===== config.mk =====
export PLATFORM = sky130hd
export DESIGN_NAME = fsm_progress_monitor
export DESIGN_NICKNAME = d
export VERILOG_FILES = /design/src/rtl/fsm_progress_monitor.sv
export SDC_FILE = /design/constraint.sdc
export NUM_CORES = 1
export LEC_CHECK = 0
export ABC_CLOCK_PERIOD_IN_PS = 4340
export CAP_MARGIN = 5
export CORE_ASPECT_RATIO = 1.4
export CORE_UTILIZATION = 39
export CTS_CLUSTER_DIAMETER = 60
export CTS_CLUSTER_SIZE = 12
export DETAILED_ROUTE_END_ITERATION = 7
export GPL_ROUTABILITY_DRIVEN = 1
export PLACE_DENSITY_LB_ADDON = 0.2
export SLEW_MARGIN = 10
export SYNTH_ARGS = -nofsm -noshare
export SYNTH_HDL_FRONTEND = slang
export SYNTH_SLANG_ARGS = --single-unit

===== constraint.sdc =====
create_clock -name clk -period 4.34 [get_ports clk]
set_clock_uncertainty 0.05 [all_clocks]
set_input_delay 0.434 -clock clk [delete_from_list [all_inputs] [get_ports clk]]
set_output_delay 0.434 -clock clk [all_outputs]
set_load 0.05 [all_outputs]

===== src/rtl/fsm_progress_monitor.sv =====
// fsm_progress_monitor
// Watches the 13-step detector FSM's step code, decodes it to a step index,
// polices every step transition and reports completion, aborts, illegal
// jumps, unrecognised codes and stalls. All outputs are registered, so each
// sampled code is reflected one cycle later.
module fsm_progress_monitor #(
    parameter int CODE_W  = 17,
    parameter int TIMEOUT = 16,
    parameter int CNT_W   = 8
) (
    input  logic              clk,
    input  logic              reset,
    input  logic [CODE_W-1:0] code,
    output logic [3:0]        step,
    output logic              valid_code,
    output logic              done,
    output logic              abort,
    output logic              error,
    output logic              timeout,
    output logic [CNT_W-1:0]  abort_count,
    output logic [3:0]        best_step
);

    // Monitor states
    localparam logic [1:0] S_IDLE  = 2'd0;
    localparam logic [1:0] S_TRACK = 2'd1;
    localparam logic [1:0] S_DONE  = 2'd2;
    localparam logic [1:0] S_FAULT = 2'd3;

    localparam logic [3:0] LAST_STEP = 4'd12;

    // dwell counts repeats of the current step and never needs to exceed TIMEOUT
    localparam int DW_W = (TIMEOUT < 1) ? 1 : $clog2(TIMEOUT + 1);
    localparam logic [DW_W-1:0] DWELL_LIMIT = DW_W'(TIMEOUT);

    logic [1:0]      state;
    logic [DW_W-1:0] dwell;

    // Decoded sample
    logic [3:0] n_idx;
    logic       n_ok;

    // Next-state values
    logic [1:0]      state_nx;
    logic [DW_W-1:0] dwell_nx;
    logic [3:0]      step_nx;
    logic            done_nx;
    logic            abort_nx;
    logic            error_nx;
    logic            timeout_nx;
    logic            count_inc;

    logic [DW_W-1:0] dwell_inc;
    logic [3:0]      step_inc;

    assign dwell_inc = dwell + 1'b1;
    assign step_inc  = step + 4'd1;

    // Map the detector's step code to an index; anything off the table is invalid
    always_comb begin
        n_idx = 4'd0;
        n_ok  = 1'b1;
        case (code)
            CODE_W'(0):    n_idx = 4'd0;
            CODE_W'(200):  n_idx = 4'd1;
            CODE_W'(700):  n_idx = 4'd2;
            CODE_W'(900):  n_idx = 4'd3;
            CODE_W'(1300): n_idx = 4'd4;
            CODE_W'(1800): n_idx = 4'd5;
            CODE_W'(2300): n_idx = 4'd6;
            CODE_W'(2800): n_idx = 4'd7;
            CODE_W'(3100): n_idx = 4'd8;
            CODE_W'(3400): n_idx = 4'd9;
            CODE_W'(3600): n_idx = 4'd10;
            CODE_W'(3800): n_idx = 4'd11;
            CODE_W'(4100): n_idx = 4'd12;
            default: begin
                n_idx = 4'd0;
                n_ok  = 1'b0;
            end
        endcase
    end

    // Transition rules: invalid code first, then legal moves, then the stall check
    always_comb begin
        state_nx   = state;
        dwell_nx   = dwell;
        step_nx    = step;
        done_nx    = 1'b0;
        abort_nx   = 1'b0;
        error_nx   = 1'b0;
        timeout_nx = 1'b0;
        count_inc  = 1'b0;

        if (!n_ok) begin
            // step holds on an unrecognised code; only the first one reports
            if (state != S_FAULT) begin
                error_nx = 1'b1;
                state_nx = S_FAULT;
            end
        end else begin
            step_nx = n_idx;
            case (state)
                S_IDLE: begin
                    if (n_idx == 4'd1) begin
                        state_nx = S_TRACK;
                        dwell_nx = '0;
                    end else if (n_idx != 4'd0) begin
                        error_nx = 1'b1;
                        state_nx = S_FAULT;
                    end
                end

                S_TRACK: begin
                    if (n_idx == step_inc) begin
                        // an advance always wins over a stall on the same edge
                        dwell_nx = '0;
                        if (n_idx == LAST_STEP) begin
                            done_nx  = 1'b1;
                            state_nx = S_DONE;
                        end
                    end else if (n_idx == step) begin
                        if (dwell_inc >= DWELL_LIMIT) begin
                            timeout_nx = 1'b1;
                            error_nx   = 1'b1;
                            state_nx   = S_FAULT;
                            dwell_nx   = '0;
                        end else begin
                            dwell_nx = dwell_inc;
                        end
                    end else if (n_idx == 4'd0) begin
                        abort_nx  = 1'b1;
                        count_inc = 1'b1;
                        state_nx  = S_IDLE;
                        dwell_nx  = '0;
                    end else begin
                        error_nx = 1'b1;
                        state_nx = S_FAULT;
                        dwell_nx = '0;
                    end
                end

                S_DONE: begin
                    if (n_idx == 4'd0) begin
                        state_nx = S_IDLE;
                    end else if (n_idx != LAST_STEP) begin
                        error_nx = 1'b1;
                        state_nx = S_FAULT;
                    end
                end

                default: begin
                    // FAULT: follow the code silently until the detector returns to 0
                    if (n_idx == 4'd0) begin
                        state_nx = S_IDLE;
                    end
                end
            endcase
        end
    end

    // State, dwell and the decoded step
    always_ff @(posedge clk or posedge reset) begin
        if (reset) begin
            state <= S_IDLE;
            dwell <= '0;
            step  <= 4'd0;
        end else begin
            state <= state_nx;
            dwell <= dwell_nx;
            step  <= step_nx;
        end
    end

    // One-cycle status pulses and the code-valid flag
    always_ff @(posedge clk or posedge reset) begin
        if (reset) begin
            valid_code <= 1'b1;
            done       <= 1'b0;
            abort      <= 1'b0;
            error      <= 1'b0;
            timeout    <= 1'b0;
        end else begin
            valid_code <= n_ok;
            done       <= done_nx;
            abort      <= abort_nx;
            error      <= error_nx;
            timeout    <= timeout_nx;
        end
    end

    // Saturating abort counter
    always_ff @(posedge clk or posedge reset) begin
        if (reset) begin
            abort_count <= '0;
        end else if (count_inc && (abort_count != {CNT_W{1'b1}})) begin
            abort_count <= abort_count + 1'b1;
        end
    end

    // High-water mark of valid step indices, tracked in every state
    always_ff @(posedge clk or posedge reset) begin
        if (reset) begin
            best_step <= 4'd0;
        end else if (n_ok && (n_idx > best_step)) begin
            best_step <= n_idx;
        end
    end

endmodule


# [Word-level counts from Yosys, hierarchy flattened]
# Index checks and enable logic that the tools add are counted.
# W data, S select, Z words.
[word_totals] out_inout_bits=21 inputBits=19 word_cells=97 reg_bits=28
[op_classes] muxes=44 reduce_logical=11 n_lt_le_gt_ge=2 addsub=3 eq_ne=27
[ops] operator="$eq A17 B12 Y1 const B" count=6
[ops] operator="$pmux W4 S12" count=1
[ops] operator="$eq A17 B10 Y1 const B" count=2
[ops] operator="$eq A17 B11 Y1 const B" count=2
[ops] operator="$mux W1" count=24
[ops] operator="$mux W2" count=12
[ops] operator="$mux W5" count=4
[ops] operator="$eq A17 B13 Y1 const B" count=1
[ops] operator="$eq A17 B8 Y1 const B" count=1
[ops] operator="$logic_not A17 Y1" count=1
[ops] operator="$ne A4 B4 Y1 const B" count=4
[ops] operator="$reduce_or A13 Y1" count=1
[ops] operator="$pmux W5 S2" count=1
[ops] operator="$add A8 B1 Y8 const B" count=1
[ops] operator="$eq A4 B4 Y1" count=2
[ops] operator="$ne A8 B8 Y1 const B" count=1
[ops] operator="$pmux W2 S3" count=1
[ops] operator="$reduce_and A6 Y1" count=1
[ops] operator="$add A5 B1 Y5 const B" count=1
[ops] operator="$ge A5 B5 Y1 const B" count=1
[ops] operator="$ne A5 B1 Y1 const B" count=1
[ops] operator="$ne A5 B5 Y1 const B" count=1
[ops] operator="$add A4 B1 Y4 const B" count=1
[ops] operator="$eq A4 B1 Y1 const B" count=1
[ops] operator="other kinds (12)" count=15

# [Logic depth before layout (Yosys ltp)]
[logic_depth] word_depth=9 ltp_mapped=10 ltp_nobuf=9

# [Worst setup path before layout]
# OpenSTA, ideal clock, no wires.
[synth_timing] kind="input -> register" from="in code[12]" to="reg best_step[1]" path_stages=10 setup_ns=0.125 arrival_time_ns=2.878 required_time_ns=4.165 path_buffers=1 path_slack_ns=1.288 cell_sequence="nor4bb_1 > nand4_1 > nor3_1 > or4_1 > clkbuf_1 > ha_1 > nand2_1 > or3_1 > a221oi_2 > mux2_2"
[synth_via] elab_chain_len=4 word_cells_on_any_way=18 classes_between="order compare: 1; eq/ne: 12; mux: 2; reduce/logical: 3"
[synth_rtl] element="start: declaration" line_no="13" rtl="input logic [CODE_W-1:0] code,"
[synth_rtl] element="$eq A17 B13 Y1, or another cell as far along" line_no="63" rtl="case (code)"
[synth_rtl] element="$pmux W4 S12 (*)" line_no="63"
[synth_rtl] element="named net n_idx[3]" line_no="40" rtl="logic [3:0] n_idx;"
[synth_rtl] element="$gt A4 B4 Y1 (*)" line_no="205" rtl="end else if (n_ok && (n_idx > best_step)) begin"
[synth_rtl] element="$logic_and A1 B1 Y1 (*)" line_no="205"
[synth_rtl] element="end signal: assignment" line_no="206" rtl="best_step <= n_idx;"
[synth_rtl] element="end: declaration" line_no="21" rtl="output logic [3:0] best_step"
# Mark *: on every way through the listed nets, which the timed path passes. The rest lies on a longest branch.
# A chain may end at the register's enable or synchronous reset.

# [Worst setup path in the final report]
[layout_timing] from="in code[3]" to="reg best_step[1]"
[layout_via] elab_chain_len=4 word_cells_on_any_way=18 classes_between="order compare: 1; eq/ne: 12; mux: 2; reduce/logical: 3"
[layout_rtl] element="$eq A17 B13 Y1, or another cell as far along" line_no="63"
[layout_rtl] element="$pmux W4 S12 / $reduce_or A13 Y1 (equally long branches)"
[layout_rtl] element="$gt A4 B4 Y1 / $mux W1 (equally long branches)" line_no="205, 63"
[layout_rtl] element="$logic_and A1 B1 Y1" line_no="205"
# Parallel ways exist; a longest one is shown, timed or not.

==> flow_summary.ini <==
[run_status]
outcome = complete, no violations

[clock_network]
worst_skew_pair.late_latency_ns = 0.28
cts_num_sinks = 28
clk_pin_slew_ns = 0.10
cts_tree = done
cts_buffers = 3
clockBufferDepth = 2
cts.hold.buffers_added = 0
ctsRootBufferMaster = clkbuf_8
htreeDepth = 1
cts_resized = 0
cts_setup_buffers = 0

[layout]
post-route-util_pct = 52.2
layout-drive-gt1-share_pct = 10.5
fin_area_sq_um = 2750
area_growth_pct = 26.0
n_antenna_cell = 0
finalNetCount = 325
nFillCells = 524
final_cells = 360

[yosys]
synth_seq_cells = 28
synthTopCellsByArea = dfrtp_1 31%, ha_1 6.3%, xor2_1 4.4%, nor2_1 4.1%, nand2_1 3.6%
synth_area_sq_um = 2180
synthCells = 247
yosysTopAreaCell = dfrtp_1
synth-edff-count = 0
synth_top_area_share_pct = 30.9
avgSynthCellArea_sq_um = 8.84
yosys.cell_types.count = 61
yosysSeqAreaShare_pct = 32.1
ys_warn_count = 0
ys.flop_type = dfrtp_1
synthArstFlopShare_pct = 100
synth_fp_nets = 277

[drt]
drtAntennaViolNets = 0
viasPerCell = 5.69
drc = 0
detail_route.wl_per_cell_microns = 15.6
dr.pass1.iters = 4
wirelength_mm = 5.61
vias = 2049
drtIter0Drc = 92

[worst_setup_path]
cp_slowest_stage_delay_ns = 0.57
crit_fanout = 8
start_kind = primary input
worstSetupPathType = in2reg
regToRegStartpoint = step[0]
cp.arrival_ns = 3.63
worstPathRequired_ns = 4.46
r2r-end = state[0]
crit_chain = clkdlybuf4s50_1, nor2b_1, nand4_2, a211oi_2, or4_1, ha_1, nand2_1, or3_1, a221oi_2, mux2_2
r2r_cells = 6
end_kind = register
r2r_setup_slack_ns = 1.64
cp_slowest_cell = or4_1

[global_routing]
grt_start_max_net_pins = 29
grt_usage_pct = 20.1
grt_pass1_wl_mm = 9.34
antenna_found_initial = 0
grt_overflow = 0
grt_pass1_vias = 1988

[power_and_ir_drop]
cellPowerDensity_nw_per_um2 = 172
power_mw = 0.474
p_leak_nw = 1.21
vdd_drop_max_mv = 0.0958

[sta]
hold_viol = 0
setup_slack_ns = 0.831
min_period_ns = 3.51
fmax_mhz = 285
setup_violations = 0
fin_crit_sh_pct = 80.9
fin_tns_setup_ns = 0
hold_ws_ns = 0.440
tightest_slew_ns = 1.02
finalMaxSlewViolations = 0
rsz0062_at_grt = false
max_slew_margin_pct = 31.3

[place]
post-place-ws_ns = 0.537
dp_cells = 356
hpwlAfterDp_mm = 4.55
gp_congestion = 0.920
port_buffers = 39
placed_cell_area_sq_um = 2700

[worst_hold_path]
hold_end = abort_count[4]
holdCritStartpoint = abort_count[4]
min_path_cells = 1
hp-class = reg2reg

[flow_run]
maxCapViolCount = 0

[die]
core-area_sq_um = 5280
start_util_pct = 41.4
core.rowCount = 31
die_h_microns = 90.6
die_x_microns = 65.3
die_area_sq_um = 5910
io_pins = 40
-- routing by layer --
layer / routed length (microns) / track usage, %
met3: 130 / 1.77
met5: 0 / 0
met2: 3030 / 36.5
met4: 208 / 9.60
met1: 2240 / 22.6
-- layout by cell type, fill, tap and decap left out, types with 10 or more instances in the layout --
cell,count
clkdlybuf4s50_1,39
dfrtp_1,27
nor2_1,24
nand2_1,21
inv_1,15
nor3_1,14
xor2_1,11
ha_1,11
nand3_1,10
a21oi_1,10
-- registers in the layout (all words and copies together), names as in the netlist --
signal and count:
abort_count 8, valid_code 1, done 1, timeout 1, error 1, best_step 4
dwell 5, abort 1, step 4, state 2
-- cell families after synthesis --
kind of cell	share of synthesized area (%)
simple gates	33.0
compound gates	15.8
flops	32.1
buf+inv	3.32
xor+xnor	5.21
fa+ha+maj	6.76
mux	3.84
-- worst max-delay path by stage --
stage / startpoint / endpoint / slack, ns
after floorplan: code[12] / best_step[1] / 1.29
after global placement: code[3] / best_step[3] / 0.54
after detailed placement: code[3] / best_step[1] / 0.54
after CTS: code[3] / best_step[1] / 0.84
after global routing: code[7] / best_step[3] / 0.61
final: code[3] / best_step[1] / 0.83
-- Yosys cell counts (3+ instances only) --
cell,count
a21oi_1,10
and2_1,5
xor2_1,11
or4_1,3
o21ai_0,8
inv_1,16
mux2i_1,5
nor3b_1,3
dfrtp_1,27
nand3_1,10
nor3_1,14
ha_1,11
and3_1,4
nand2_1,21
nor4_1,5
or3_1,8
nand4_1,7
nor2_1,24
nor4bb_1,3
-- critical path: cells and delay by family --
kind | cells | cell delay, ns
adders and majority gates | 1 | 0.32
buffers and inverters | 1 | 0.56
AOI/OAI and AO/OA | 2 | 0.49
muxes | 1 | 0.38
and+or+nand+nor | 5 | 1.46
-- power by group --
group,internal (mW),leakage (nW),switching (mW)
clock network,0.0814,0.0288,0.0822
logic,0.0224,0.829,0.0267
registers,0.261,0.351,0.000464
total,0.365,1.21,0.109
-- area by class of cell --
| type | instances | area (sq um) | share of cell area [%] |
|---|---|---|---|
| Multi-Input combinational cell | 200 | 1410 | 51.2 |
| Clock buffer | 4 | 55.1 | 2.00 |
| Tap cell | 66 | 82.6 | 3.00 |
| Timing Repair Buffer | 46 | 443 | 16.1 |
| Sequential cell | 28 | 702 | 25.5 |
| Inverter | 16 | 60.1 | 2.18 |
No activity file was read; power rests on OpenSTA's default activity.
==> patch (same settings) <==
`CNT_W`: 8 -> 10.
--- a/src/rtl/fsm_progress_monitor.sv
+++ b/src/rtl/fsm_progress_monitor.sv
@@ -6,7 +6,7 @@
 module fsm_progress_monitor #(
     parameter int CODE_W  = 17,
     parameter int TIMEOUT = 16,
-    parameter int CNT_W   = 8
+    parameter int CNT_W   = 10
 ) (
     input  logic              clk,
     input  logic              reset,
Interface: changed (resized abort_count); port bits go from 40 to 42. No check against the original RTL was run, so the function may have changed too.
==> patch against the original RTL <==
Design area is 8.1% higher; area after synthesis up 8.8%; sequential power up 7%; wire length rose by 2.2%; setup slack worse by 0.030 ns; sequential share of layout area is 0.23 points lower; core utilization down 1.4 points; sequential cell count rose by 2; clock power grew 68%; register-to-register slack better by 0.06 ns; total power up 29%; combinational power rose by 9.2%; cell count up 5.3%; highest routed layer unchanged.
==> patch: results (changes against the original RTL) <==
Timing
  • Setup WS post-layout: 0.801 ns (was 0.831 ns)
  • Worst hold margin: 0.450 ns (was 0.440 ns)
  • Max_slew headroom: 0.589 (was 0.313)

Critical path
  • R2r setup slk: 1.70 ns (was 1.64 ns)
  • CP max FO: 4 (was 8)
  • Crit. Startpoint: code[13] (was code[3])
  • Worst reg2reg path endpoint: state[1] (was state[0])
  • Critical Path Sink: state[0] (was best_step[1])
  • Max incr delay on CP: 0.55 ns (was 0.57 ns)
  • Reg2Reg Depth: 9 (was 6)

Global route
  • Vias in the first global route: 2045 (was 1988)
  • Met2 GRT Util: 0.356 (was 0.365)
  • Total track usage: 0.194 (was 0.201)
  • Largest net degree at the start of global routing: 31 (was 29)

Synth
  • Register area share after synthesis: 0.316 (was 0.321)
  • Post-synthesis adder-cell area fraction: 0.0621 (was 0.0676)
  • Complex-gate fraction of the synthesized area: 0.118 (was 0.158)
  • Synth Area in XOR/XNOR: 0.0753 (was 0.0521)
  • Syn_nets: 291 (was 277)
  • Top post-synthesis cells by count: dfrtp_1 (29), nor2_1 (19), nand2_1 (18) (was dfrtp_1 (27), nor2_1 (24), nand2_1 (21))
  • Post-synthesis mux area share: 0.0348 (was 0.0384)

Power
  • Worst ir drop on vdd: 0.113 mV (was 0.0958 mV)
  • Sequential power share: 0.460 (was 0.551)
  • Combinational Power Share: 0.088 (was 0.104)
  • Leak: 0.00127 uW (was 0.00121 uW)
  • Int Pwr: 473 uW (was 365 uW)

Place
  • Final Wtd Congestion: 0.942 (was 0.920)
  • Port bufs: 41 (was 39)
  • Detailed Place HPWL: 4.63 mm (was 4.55 mm)
  • Post-place setup slack: 0.517 ns (was 0.537 ns)

Min path
  • Hold wc startpoint: abort_count[5] (was abort_count[4])
  • Hold Crit Endpoint: abort_count[5] (was abort_count[4])

Finish
  • Area growth syn-to-layout: 25.2% (was 26.0%)
  • Nets: 338 (was 325)
  • # fillers: 569 (was 524)

Clock network
  • CTS Buf Count: 5 (was 3)
  • Worst-path clk slew: 0.07 ns (was 0.10 ns)
  • H-tree levels: 2 (was 1)

Detailed routing
  • Final WL: 5.73 mm (was 5.61 mm)
  • Vias per std cell: 5.66 (was 5.69)

Status
  • Status: completed (unchanged)
## patch: changes by cell type after synthesis, sizes merged, moves of 3 or more
cell	before	now
nand2	21	18
nand3	10	14
nor2	24	20
nor4b	1	5
xnor2	2	8
## patch: routing by layer
| layer | up-vias | routed length [um] |
|---|---|---|
| li1 | 1067 | - |
| met1 | 1003 | 2250 |
| met2 | 58 | 3070 |
| met3 | 19 | 187 |
| met4 | 0 | 223 |
| met5 | - | 0 |
## patch: stage by stage
step,total power [uW],std cells
floorplan,309,261
global placement,339,371
detailed placement,339,371
CTS,613,379
global route,633,379
finish,610,379
## patch: cells by family after synthesis
family                     Yosys count
AOI/OAI and AO/OA                   42
and+or+nand+nor                    130
xor gates and xnor gates            18
adders and majority gates           12
buffers and inverters               21
DFF                                 30
muxes                                8
## patch: final cells by class
type,instances,share of cell area
well taps,70,0.0294
flip-flops and latches,30,0.253
multi-input cells,210,0.514
clock buffers,5,0.0231
repair buffers,44,0.146
inverters,17,0.0214
clock inverters,3,0.0135
